$ cat src/rtl/user_code_mem.sv
`default_nettype none
// ============================================================================
// Module   : user_code_mem
// Purpose  : Writable instruction store with a registered fetch port and a
//            streaming program loader that tracks a running word checksum.
// Revision : 1.0 - initial release
// ============================================================================
module user_code_mem #(
  parameter int WORD_W = 17,
  parameter int DEPTH  = 16,
  parameter int ADDR_W = 4
) (
  input  logic              clock,
  input  logic              reset,
  input  logic              rd_en,
  input  logic [ADDR_W-1:0] rd_addr,
  output logic [WORD_W-1:0] rd_data,
  input  logic              ld_start,
  input  logic [ADDR_W-1:0] ld_base,
  input  logic [ADDR_W:0]   ld_len,
  input  logic              ld_valid,
  input  logic [WORD_W-1:0] ld_data,
  input  logic              ld_abort,
  output logic              ld_ready,
  output logic              ld_busy,
  output logic              ld_done,
  output logic              ld_err,
  output logic [WORD_W-1:0] checksum
);

  typedef enum logic [1:0] {
    IDLE = 2'd0,
    LOAD = 2'd1,
    DONE = 2'd2
  } state_t;

  localparam logic [ADDR_W:0] c_depth = (ADDR_W+1)'(DEPTH);

  state_t              r_state;
  state_t              w_next;
  logic [WORD_W-1:0]   r_mem [DEPTH];
  logic [WORD_W-1:0]   r_rd_data;
  logic [WORD_W-1:0]   r_checksum;
  logic [ADDR_W-1:0]   r_ptr;
  logic [ADDR_W:0]     r_remaining;
  logic                r_err;
  logic                w_len_ok;
  logic                w_start_ok;
  logic                w_start_bad;
  logic                w_accept;
  logic                w_abort;

  assign w_len_ok = (ld_len != '0) && (ld_len <= c_depth);

  always_ff @(posedge clock or posedge reset) begin
    if (reset) begin
      r_state <= IDLE;
    end else begin
      r_state <= w_next;
    end
  end

  always_comb begin
    w_next      = r_state;
    w_start_ok  = 1'b0;
    w_start_bad = 1'b0;
    w_accept    = 1'b0;
    w_abort     = 1'b0;
    ld_ready    = 1'b0;
    ld_busy     = 1'b1;
    ld_done     = 1'b0;
    case (r_state)
      IDLE: begin
        ld_busy = 1'b0;
        if (ld_start) begin
          if (w_len_ok) begin
            w_start_ok = 1'b1;
            w_next     = LOAD;
          end else begin
            w_start_bad = 1'b1;
          end
        end
      end
      LOAD: begin
        ld_ready = 1'b1;
        // Abort takes priority over a word offered on the same edge.
        if (ld_abort) begin
          w_abort = 1'b1;
          w_next  = IDLE;
        end else if (ld_valid) begin
          w_accept = 1'b1;
          if (r_remaining == (ADDR_W+1)'(1)) begin
            w_next = DONE;
          end
        end
      end
      DONE: begin
        ld_done = 1'b1;
        w_next  = IDLE;
      end
      default: begin
        w_next = IDLE;
      end
    endcase
  end

  always_ff @(posedge clock or posedge reset) begin
    if (reset) begin
      r_ptr       <= '0;
      r_remaining <= '0;
      r_checksum  <= '0;
      r_err       <= 1'b0;
    end else begin
      r_err <= w_start_bad | w_abort;
      if (w_start_ok) begin
        r_ptr       <= ld_base;
        r_remaining <= ld_len;
        r_checksum  <= '0;
      end else if (w_accept) begin
        r_ptr       <= r_ptr + ADDR_W'(1);
        r_remaining <= r_remaining - (ADDR_W+1)'(1);
        r_checksum  <= r_checksum + ld_data;
      end
    end
  end

  // Read samples the array before this edge's write, giving read-before-write.
  always_ff @(posedge clock or posedge reset) begin
    if (reset) begin
      r_rd_data <= '0;
      for (int i = 0; i < DEPTH; i++) begin
        r_mem[i] <= '0;
      end
    end else begin
      if (rd_en) begin
        r_rd_data <= r_mem[rd_addr];
      end
      if (w_accept) begin
        r_mem[r_ptr] <= ld_data;
      end
    end
  end

  assign rd_data  = r_rd_data;
  assign checksum = r_checksum;
  assign ld_err   = r_err;

endmodule
`default_nettype wire

$ cat config.mk
export PLATFORM = sky130hd
export DESIGN_NAME = user_code_mem
export DESIGN_NICKNAME = d
export VERILOG_FILES = /design/src/rtl/user_code_mem.sv
export SDC_FILE = /design/constraint.sdc
export NUM_CORES = 1
export LEC_CHECK = 0
export CAP_MARGIN = 15
export CELL_PAD_IN_SITES_DETAIL_PLACEMENT = 1
export CELL_PAD_IN_SITES_GLOBAL_PLACEMENT = 2
export CORE_AREA = 2 2 212 214
export DETAILED_ROUTE_END_ITERATION = 8
export DIE_AREA = 0 0 214 216
export GPL_TIMING_DRIVEN = 0
export PLACE_DENSITY = 0.76
export SYNTH_ARGS = -nofsm -noshare
export SYNTH_HDL_FRONTEND = slang
export SYNTH_SLANG_ARGS = --single-unit
$ cat constraint.sdc
create_clock -name clock -period 10.9 [get_ports clock]
set_input_delay 1.09 -clock clock [delete_from_list [all_inputs] [get_ports clock]]
set_output_delay 1.09 -clock clock [all_outputs]
set_load 0.1 [all_outputs]
======== Yosys cells after proc, flatten, opt, wreduce, memory -nomap -nowiden ========
Cells that the tools add are included.
operators by class
  $add $sub $neg .......................... 3
  order comparisons ....................... 4
  equality and inequality tests ........... 7
  multiplexer cells ....................... 32
  bitwise operators ....................... 3
  reductions and logical operators ........ 6
operators with widths
  cell                                                         number
  bitwise mux 272 bit                                          1
  2-to-1 mux 17 bit                                            5
  binary-select mux 17 bit (select 4 bit)                      1
  demux 17 bit (select 4 bit)                                  1
  adder 17 bit                                                 1
  2-to-1 mux 1 bit                                             14
  >= comparator 5 bit (second input constant)                  2
  2-to-1 mux 2 bit                                             5
  2-to-1 mux 5 bit                                             2
  NOT 4 -> 5 bit                                               2
  2-to-1 mux 4 bit                                             2
  inequality test 3 bit (second input constant)                2
  == test 5 x 1 -> 1 bit (second input constant)               1
  <= comparator 5 bit (second input constant)                  1
  less-than comparator 5 x 1 -> 1 bit (second input constant)  1
  nonzero test 5 bit                                           1
  subtractor 5 x 1 -> 5 bit (second input constant)            1
  adder 4 x 1 -> 4 bit (second input constant)                 1
  inequality test 2 bit (second input constant)                2
  one-hot mux 2 bit (2 select lines)                           1
  AND reduction 4 bit                                          1
  == test 2 x 1 -> 1 bit (second input constant)               1
  == test 2 bit (second input constant)                        1
  logical AND 1 bit                                            2
  3 further kinds                                              3
storage, ports and cells
  flip-flop bits (word level) ............. 318
  bits of input ports ..................... 36
  output and inout port bits .............. 38
  word-level logic and storage cells ...... 77

======== Depth between registers and ports, before layout ========
  depth after elaboration ................. 6
  mapped depth ............................ 9
  mapped depth without buffers ............ 8

======== Worst setup path after synthesis ========
Ideal clock, no wire load.
  path type ............................... input -> register
  from .................................... input port ld_data[0]
  to ...................................... register r_checksum[14] (netlist: checksum[14])
  library setup time ...................... 83 ps
  arrival ................................. 2894 ps
  data required time ...................... 10817 ps
  slack ................................... 7923 ps
  cell stages on the path ................. 8
  buffers on the path ..................... 0
  cell sequence ........................... ha_1 > fa_1 > a211oi_1 > nor2_1 > o22ai_1 > o311ai_0 > xnor2_1 > o21ai_0
on the way
  longest elaborated chain between the ends .. 3
RTL lines
  item                    line  source
  start: declaration      22    input logic [WORD_W-1:0] ld_data,
  adder 17 bit            122   r_checksum <= r_checksum + ld_data;
  2-to-1 mux 17 bit       119   end else if (w_accept) begin
  2-to-1 mux 17 bit       115   if (w_start_ok) begin
  end signal: assignment  122
  end: declaration        43    logic [WORD_W-1:0] r_checksum;
Every way passes these cells. The select of a mux whose other input is x is not followed.
A chain may end at the register's enable or synchronous reset.

======== Worst setup path in the final report ========
Ends and elaborated chain as after synthesis.

==> summary.txt <==
Clock tree
  • Clock buffer depth: 3
  • CTS H-tree lvls: 2
  • CTS clock-pin slew for the worst setup and hold paths: approximately 60 ps
  • Clock sinks: between 300 and 400
  • Cts bufs inserted: 35
  • Post-CTS Setup Inserts: 0
  • Hold-fix buffers at CTS: 0
  • Worst skew pair latency: 530 ps
  • CTS tree: yes
  • Clock Tree Root: clkbuf_16
  • Cts repair resizes: 0

Run status
  • Status: finished, final reports clean

Synth
  • Ys Warns: 0
  • Post-Syn Nets: 1072
  • Synth Cell Area: between 15000 and 20000 sq um
  • Synth cell types: between 50 and 60
  • Flops & latches, synth: 318
  • Top_reg_cell synth: dfrtp_1
  • EDFF count, synth: 0
  • Async SR Flop Fraction: 100.0%
  • Cell taking the most area after synthesis: dfrtp_1
  • Sequential share of the synthesized area: between 50% and 60%
  • Avg Inst Size Synth: ~15 sq um
  • Synth top area cells: dfrtp_1, mux2_2, mux4_2
  • Synthesized instance count: ~1000
  • Share of the synthesized area in the top cell type: 52.25%

Detailed routing
  • Via-to-Cell Ratio: between 5 and 6
  • Final WL: between 30000 and 40000 um
  • DRC errors left: 0
  • ANT nets after route: 0
  • First DRT Iteration DRCs: between 300 and 400
  • Via count: 8999
  • Drt first pass iters: 4
  • Drt wl/cell: roughly 22 um

Floorplanning
  • Starting density of the core: around a third
  • Die width: roughly 210 um
  • Std-Cell Rows: 77
  • Core outline area: roughly 44000 sq um
  • Die area: roughly 46000 sq um
  • IO Pins: 74
  • Die Ht: approximately 220 um

Timing
  • Setup violators final: 0
  • Setup TNS: 0 ps
  • Slew @ Worst Pin: just over 1000 ps
  • Tmin final: 3567 ps
  • Post-route clock period utilization: about 33%
  • Final hold violation count: 0
  • RSZ-0062 raised after global routing: no
  • Max Clock Freq: approximately 280 MHz
  • Worst clock skew: 18.41 ps
  • Max-slew headroom: between 30% and 40%
  • Final count of pins violating max slew: 0

Place
  • PortBufs: a little under 70
  • Final HPWL DP: 26740 um
  • Placed inst area: roughly 17000 sq um
  • Routability Congestion: roughly 0.74
  • Placed cells: ~1700

Final layout
  • Layout cells sized above 1: between 30% and 40%
  • Number of diodes: 0
  • Final Util: 40.92%
  • Post-route cell area: 17940 sq um
  • Area growth, synth to finish: 17.76%
  • Nets: approximately 1200
  • Final instance count without filler cells: around 1700

Global route
  • Grt ovf: 0
  • Global-route wire length before repair: roughly 60000 um
  • Aggregate global-route resource usage: 16.82%
  • Antenna violations before repair: 0
  • Largest net degree at the start of global routing: around 120
  • Vias in the first global route: around 10000

Power
  • Worst vdd ir: about 0.00015 V
  • Lkg Pwr: between 8 and 9 nW
  • PD cells: between 200 and 250 nW/um^2
  • Tot Pwr: ~4.3 mW

Critical path
  • Worst path arrival time: approximately 4000 ps
  • Internal reg-to-reg setup slack: 8200 ps
  • Crit Path Class: input pin to flip-flop
  • Worst-path fanout max: 8
  • Crit start category: input pin
  • CP Capture Type: flip-flop
  • WP data required: ~11000 ps

Hold path
  • HP Class: flip-flop to flip-flop

Job
  • Max Cap Violations: 0
-- sequential cells by signal, indices dropped and copies added (netlist names) --
register and flops:
r_mem 272, rd_data 17, r_remaining 5, ld_err 1, r_state 2, r_ptr 4
checksum 17
-- through the flow --
step | hold slack (ps) | setup WS (ps)
floorplan | 453.3 | 1010
global placement | 472.2 | -3121
detailed placement | 487.8 | 6754
CTS | 500.2 | 7294
global route | 511.9 | 7053
finish | 501.1 | 7333
-- where the power goes --
part           internal (mW)  switching (mW)
Sequential              1.54           0.204
Clock                  0.770           0.487
Combinational          0.576           0.728
Total                   2.89            1.42
-- layout make-up --
cell class              count  area [sq um]
repair buffers             70         735.7
clock buffers              52          1062
inverters                  11         48.80
fillers                  4426         25900
flip-flops and latches    318          7958
multi-input cells         609          6808
well taps                 592         740.7
clock inverters            10         158.9
plain buffers              75         424.2
-- Yosys cell counts, types with 3 or more instances --
cell        n
a22oi_1     4
a211oi_1    4
mux2_4     20
nor2b_1     3
dfrtp_1   318
o21ai_0    24
nand2_1    29
mux4_2     68
o21bai_1    4
a221o_1     4
buf_6      12
ha_1       22
buf_2      14
clkbuf_1   32
nand3_4    12
nand2b_1   19
nand3_1     8
buf_4       5
nor3_1      6
mux2i_1    36
xnor2_1     8
a21oi_1    14
a21o_1      4
o221ai_1   17
xor2_1      4
mux2_2    251
inv_1      11
buf_1      11
nor2_1     12
-- worst max-delay path, cell delays in order --
cell and delay [ps]:
clkdlybuf4s50_1 580, ha_1 350, fa_1 440, a211oi_1 250, nor2_1 110, o22ai_1 510
o311ai_0 280, xnor2_1 240, o21ai_0 100
-- cell families (layout without fill, tap and decap cells) --
| family | Yosys count | in the layout | share of synthesized area, % |
|---|---|---|---|
| AND/OR/NAND/NOR | 106 | 106 | 4.789 |
| XOR/XNOR | 12 | 12 | 0.6900 |
| multiplexers | 376 | 376 | 33.02 |
| buffers and inverters | 86 | 218 | 3.056 |
| AO/OA/AOI/OAI | 92 | 92 | 4.256 |
| adder cells (fa/ha/maj) | 23 | 23 | 1.939 |
| flip-flops | 318 | 318 | 52.25 |
-- final timing paths --
check	start	to	cells past startpoint
worst min register to register	r_mem[33]	r_mem[33]	1
worst max register to register	checksum[0]	checksum[14]	8
max in group asynchronous	reset	r_mem[269]	4
min in group asynchronous	reset	checksum[4]	2
worst max-delay path	ld_data[0]	checksum[14]	9
worst min-delay path	r_mem[33]	r_mem[33]	1
-- cells in the final DEF, fill, tap and decap left out, types with 17 or more instances in the layout --
cell type / netlist / layout
mux2i_1: 36 / 36
clkdlybuf4s50_1: 0 / 68
clkbuf_16: 0 / 37
nand2_1: 29 / 29
mux4_2: 68 / 68
dfrtp_1: 318 / 318
mux2_2: 251 / 251
nand2b_1: 19 / 19
o21ai_0: 24 / 24
o221ai_1: 17 / 17
mux2_4: 20 / 20
clkbuf_1: 32 / 39
ha_1: 22 / 22
-- routing by layer --
| metal | vias up | wire [um] | track usage [%] |
|---|---|---|---|
| met4 | 0 | 674 | 4.196 |
| li1 | 3999 | - | - |
| met5 | - | 0 | 0 |
| met1 | 4819 | 17320 | 22.34 |
| met2 | 137 | 18850 | 29.03 |
| met3 | 44 | 1216 | 2.368 |
(Power assumes the default switching activity.)
